**src/rtl/tone_div_ctrl_if.sv**
```systemverilog
// ----------------------------------------------------------------------------
// tone_div_ctrl_if
// Command channel for one tone divider voice.
//   cmd_valid : command present (master -> slave)
//   cmd_ready : slave can take a command this cycle (slave -> master)
//   cmd_gate  : 1 = note on / retune, 0 = note off
//   cmd_div   : divide parameter N, half period = N+1 clk cycles
// The master must keep cmd_* stable while cmd_valid=1 and cmd_ready=0.
// ----------------------------------------------------------------------------
interface tone_div_ctrl_if #(
    parameter int WIDTH = 16
);
    logic             cmd_valid;
    logic             cmd_ready;
    logic             cmd_gate;
    logic [WIDTH-1:0] cmd_div;

    modport master (
        output cmd_valid,
        output cmd_gate,
        output cmd_div,
        input  cmd_ready
    );

    modport slave (
        input  cmd_valid,
        input  cmd_gate,
        input  cmd_div,
        output cmd_ready
    );
endinterface

```
**src/rtl/tone_div_ctrl.sv**
```systemverilog
// ----------------------------------------------------------------------------
// tone_div_ctrl
// Programmable square-tone divider for one synthesizer voice. Note-on,
// retune and note-off commands arrive over a valid/ready channel; divide
// changes and note-off only take effect at half-period boundaries so the
// tone never shows a runt pulse.
//
// Ports:
//   clk      : system clock, rising edge
//   rst_n    : asynchronous active-low reset
//   cmd      : command channel (slave side of tone_div_ctrl_if)
//   tone_out : square tone, period 2*(cur_div+1) cycles
//   tick     : one-cycle pulse coincident with each new tone_out value
//   active   : high whenever a note is sounding or finishing
//   cur_div  : divide value currently in effect
// ----------------------------------------------------------------------------
module tone_div_ctrl #(
    parameter int          WIDTH   = 16,
    parameter int unsigned RST_DIV = 1
) (
    input  logic             clk,
    input  logic             rst_n,
    tone_div_ctrl_if.slave   cmd,
    output logic             tone_out,
    output logic             tick,
    output logic             active,
    output logic [WIDTH-1:0] cur_div
);

    // IDLE: silent.  RUN: sounding, accepting commands.
    // PEND: retune waiting for the next boundary.
    // STOP: note-off waiting to finish a complete period.
    localparam logic [1:0] S_IDLE = 2'd0;
    localparam logic [1:0] S_RUN  = 2'd1;
    localparam logic [1:0] S_PEND = 2'd2;
    localparam logic [1:0] S_STOP = 2'd3;

    logic [1:0]       state;
    logic [WIDTH-1:0] count;
    logic [WIDTH-1:0] pend_div;
    logic             boundary;
    logic             accept;

    // Commands are only taken when no deferred action is outstanding, so a
    // pending retune or note-off can never be overwritten.
    assign cmd.cmd_ready = (state == S_IDLE) || (state == S_RUN);
    assign accept        = cmd.cmd_valid && cmd.cmd_ready;
    assign active        = (state != S_IDLE);

    // The counter wraps by comparison rather than overflow, so a divide of
    // all ones needs no extra counter bit.
    assign boundary = (count == cur_div);

    // NOTE: sequential state uses non-blocking assignments so every register
    // samples the pre-edge values of the others, independent of statement
    // order; the reset branch is in the sensitivity list because rst_n is
    // asynchronous and must clear the outputs without waiting for a clock.
    always_ff @(posedge clk or negedge rst_n) begin
        if (!rst_n) begin
            state    <= S_IDLE;
            tone_out <= 1'b0;
            tick     <= 1'b0;
            count    <= '0;
            cur_div  <= WIDTH'(RST_DIV);
            pend_div <= '0;
        end else if (state == S_IDLE) begin
            tone_out <= 1'b0;
            tick     <= 1'b0;
            count    <= '0;
            // A note-off while idle is consumed with no effect.
            if (accept && cmd.cmd_gate) begin
                cur_div <= cmd.cmd_div;
                state   <= S_RUN;
            end
        end else begin
            // Counter runs identically in RUN, PEND and STOP.
            if (boundary) begin
                count    <= '0;
                tone_out <= ~tone_out;
                tick     <= 1'b1;
            end else begin
                count    <= count + WIDTH'(1);
                tick     <= 1'b0;
            end

            case (state)
                S_RUN: begin
                    // An accept on a boundary still toggles with the old
                    // divide above; the command acts from the next boundary.
                    if (accept) begin
                        if (cmd.cmd_gate) begin
                            pend_div <= cmd.cmd_div;
                            state    <= S_PEND;
                        end else begin
                            state    <= S_STOP;
                        end
                    end
                end
                S_PEND: begin
                    if (boundary) begin
                        cur_div <= pend_div;
                        state   <= S_RUN;
                    end
                end
                S_STOP: begin
                    // Leave only on the falling edge so the note always ends
                    // on a complete period; a rising boundary stays here.
                    if (boundary && tone_out) begin
                        state <= S_IDLE;
                    end
                end
                default: begin
                    state <= S_IDLE;
                end
            endcase
        end
    end

endmodule
```
**src/flat_wrapper.sv**
```systemverilog
// flat-port wrapper written by rule: the top's interface ports become plain ports
module tone_div_ctrl_flat 
#(
    parameter int          WIDTH   = 16,
    parameter int unsigned RST_DIV = 1
)
  (clk, rst_n, tone_out, tick, active, cur_div, cmd_cmd_valid, cmd_cmd_gate, cmd_cmd_div, cmd_cmd_ready);
  tone_div_ctrl_if #(.WIDTH(WIDTH)) cmd_i ();
  input  logic clk;
  input  logic rst_n;
  output logic tone_out;
  output logic tick;
  output logic active;
  output logic [WIDTH-1:0] cur_div;
  input wire logic [$bits(cmd_i.cmd_valid)-1:0] cmd_cmd_valid;
  input wire logic [$bits(cmd_i.cmd_gate)-1:0] cmd_cmd_gate;
  input wire logic [$bits(cmd_i.cmd_div)-1:0] cmd_cmd_div;
  output wire logic [$bits(cmd_i.cmd_ready)-1:0] cmd_cmd_ready;
  assign cmd_i.cmd_valid = cmd_cmd_valid;
  assign cmd_i.cmd_gate = cmd_cmd_gate;
  assign cmd_i.cmd_div = cmd_cmd_div;
  assign cmd_cmd_ready = cmd_i.cmd_ready;
  tone_div_ctrl #(.WIDTH(WIDTH), .RST_DIV(RST_DIV)) u_core (.clk(clk), .rst_n(rst_n), .cmd(cmd_i), .tone_out(tone_out), .tick(tick), .active(active), .cur_div(cur_div));
endmodule
```
**config.mk**
```make
export PLATFORM = sky130hd
export DESIGN_NAME = tone_div_ctrl_flat
export DESIGN_NICKNAME = d
export VERILOG_FILES = /design/src/rtl/tone_div_ctrl_if.sv /design/src/rtl/tone_div_ctrl.sv /design/src/flat_wrapper.sv
export SDC_FILE = /design/constraint.sdc
export NUM_CORES = 1
export LEC_CHECK = 0
export CAP_MARGIN = 25
export CORE_ASPECT_RATIO = 1.25
export CORE_MARGIN = 3
export CORE_UTILIZATION = 53
export CTS_CLUSTER_DIAMETER = 40
export DETAILED_ROUTE_END_ITERATION = 10
export PLACE_DENSITY = 0.76
export SYNTH_ARGS = -nofsm -noshare
export SYNTH_HDL_FRONTEND = slang
export SYNTH_SLANG_ARGS = --single-unit
```
**constraint.sdc**
```tcl
create_clock -name clk -period 2.5 [get_ports clk]
set_clock_uncertainty 0.2 [all_clocks]
set_input_delay 0.5 -clock clk [delete_from_list [all_inputs] [get_ports clk]]
set_output_delay 0.5 -clock clk [all_outputs]
set_load 0.02 [all_outputs]
```
==> results.txt <==
Post-Route Setup TNS: 0 ps
flop2flop setup slack: 300 ps
area share of the largest cell type after synthesis: 50.2%
status: complete, no violations
Clock Tree Buf Depth: 2
share of layout cells above drive strength 1: 22.4%
Async S/R FF share, synth: 100%
Leakage: 0.00137 uW
EDFF count, synth: 0
buffers added on ports: 39
grt ovf: 0
area of the multi-input gates: 1190 um2
root buf cell: clkbuf_8
ANT nets after route: 0
Max VDD drop: 650 uV
CTS Buf Count: 5
CP Launch Type: flop
DRT Wirelength: 5140 um
Die ar.: 5670 um2
Via Count: 1737
largest net degree at the start of global routing: 26
RR Startpoint: u_core.count[5]$_DFF_PN0_
Yosys top cell by area: dfrtp_1
Initial Util: 56.2%
GP Congestion: 0.774
num rows: 27
Post-Syn Area: 2540 um2
Routed wire per std cell: 16.2 um
placed cell areas: 3030 um2
initial antenna violation count: 0
CTS tree: done
critical-path cell list: inv_1 -> ha_1 -> or2_2 -> dlygate4sd2_1
Hold Path Class: flop to flop
fin. max-slew vios: 0
htree depth: 2
Post-DP HPWL: 3830 um
Sink Count: 52
pwr/cell area: 1120 nW/um2
syn avg cell area: 12.2 um2
Top delay family on crit path: flip-flops
synth-to-layout area growth: 25.9%
Non-Filler Cell Area, Final: 3200 um2
Final Cycle Share: 96.1%
most common cell in the netlist: dfrtp_1
sequential share of the synthesized area: 51.2%
CP Max Fanout: 5
relative slew slack: 62.9%
Worst Path Buf+Inv: 2
register area: 1300 um2
Tot GR Track Use: 20.2%
Detailed Route Iter0 Violations: 109
clock latency on the worst-skew pair: 300 ps
min Tclk post-route: 2400 ps
CP startpoint: u_core.state[1]$_DFFE_PN0P_
post-synth cell types: 33
max incr delay on CP: 430 ps
top_reg_cell synth: dfrtp_1
Chip Width: 68.0 um
Critical Path End Type: output port
Max Cap Viol: 0
Crit path depth: 4
I/O pins: 40
WP data required: 1800 ps
Final setup viols: 0
most frequent cells after synthesis: 51 x dfrtp_1, 23 x xor2_1, 20 x nor2_1, 17 x or2_2
Warnings, synthesis: 0
antenna cells: 0
Die Ht: 83.4 um
RSZ-0062 raised after global routing: false
vias in the first global route: 1841
Yosys reg bits: 52
fin nets: 285
CP max-delay cell: dfrtp_1
final hold vios: 0
worst slew pin tran: 557 ps
Worst EP arrival: 1700 ps
routed vias/inst: 5.48
R2R Path End: u_core.cur_div[5]$_DFFE_PN0P_
Clk pin slew, worst setup/hold paths: 100 ps
critical path class: flop to output port
syn nets: 236
core area: 4530 um2
Post-CTS Setup Bufs: 0
DR pass1 iterations: 4
first-pass GRT wire length: 8760 um
Synth area leaders: dfrtp_1 50%, xor2_1 7.9%, mux2_2 7.1%
fmax: 416 MHz
Post-Synthesis Cells: 209
R2R cell count: 6
CP Capture Point: cmd_cmd_ready
DRC Markers: 0
fillcell total: 349
[state kept, by name, summed over array words and instances, names as in the netlist]
name	count
u_core.count	16
u_core.cur_div	16
u_core.pend_div	16
u_core.state	2
u_core.tick	1
u_core.tone_out	1
[worst reg2reg max path: stages, from the launching register on]
cell	delay (ps)
dfrtp_1	450
xor2_1	200
nor4_2	370
nand4_2	250
o21ai_4	330
buf_12	170
o221a_1	190
[worst min path at each step]
stage / cells past startpoint / end / slack [ps] / startpoint
after floorplan: 0 / u_core.count[0]$_DFF_PN0_ / 4 / rst_n
after global placement: 1 / u_core.pend_div[10]$_DFFE_PN0P_ / 290 / u_core.pend_div[10]$_DFFE_PN0P_
after detailed placement: 1 / u_core.pend_div[1]$_DFFE_PN0P_ / 300 / u_core.pend_div[1]$_DFFE_PN0P_
after CTS: 1 / u_core.count[0]$_DFF_PN0_ / 320 / u_core.count[0]$_DFF_PN0_
after global routing: 1 / u_core.count[0]$_DFF_PN0_ / 340 / u_core.count[0]$_DFF_PN0_
final: 1 / u_core.pend_div[1]$_DFFE_PN0P_ / 320 / u_core.pend_div[1]$_DFFE_PN0P_
[timing repair]
action | 4_1_cts | 5_1_grt
hold buffers | 1 | 0
endpoints found under the setup margin | 2 | 1
gates resized for setup | 2 | 1
hold endpoints to repair | 23 | 0
pin swaps | 0 | 0
[power breakdown]
group | internal, uW | switching [uW] | total, uW
registers | 1150 | 271 | 1420
clock network | 500 | 286 | 786
logic | 723 | 674 | 1400
[logic make-up after synthesis]
logic type                 count (synthesis)  share of synthesized area, %
buffers and inverters                     10                          2.16
AOI/OAI and AO/OA                         23                          9.10
muxes                                     18                          7.92
xor gates and xnor gates                  31                          10.7
and+or+nand+nor                           68                          15.5
adders and majority gates                  7                          3.44
DFF                                       52                          51.2
[per-layer routing]
metal / GRT usage [%] / up-vias / routed length, um
met5: 0 / - / 0
met4: 7.05 / 0 / 88
met3: 4.47 / 8 / 124
met2: 31.0 / 21 / 2550
met1: 27.6 / 875 / 2380
li1: - / 833 / -
[area by class of cell]
cell class                      instances  share of cell area, %
Tap cell                               58                   2.27
Timing Repair Buffer                   47                   14.4
Inverter                                5                  0.586
Clock buffer                            5                   2.15
Clock inverter                          3                   2.81
Multi-Input combinational cell        147                   37.1
Sequential cell                        52                   40.7
[placed cells by master (no fill, tap or decap), types with 7 or more instances in the layout]
cell	synthesis	layout
dfrtp_1	51	51
clkdlybuf4s50_1	0	36
xor2_1	23	23
nor2_1	20	20
or2_2	17	17
o221a_1	16	16
mux2_2	16	16
xnor2_1	8	8
nand2_1	7	7
nand3_1	7	7
[stage by stage]
| step | setup WS [ps] | utilization, % | hold WS (ps) | std cells | power [uW] |
|---|---|---|---|---|---|
| floorplan | 174 | - | 4.41 | 209 | 2250 |
| global placement | 226 | 66.9 | 289 | 308 | 2810 |
| detailed placement | 178 | 66.9 | 297 | 308 | 2850 |
| CTS | 38.0 | 70.7 | 319 | 317 | 3630 |
| global route | 8.19 | 70.7 | 339 | 317 | 3800 |
| finish | 97.7 | 70.7 | 318 | 317 | 3600 |
Note: power is estimated with default switching activity, not from simulation.
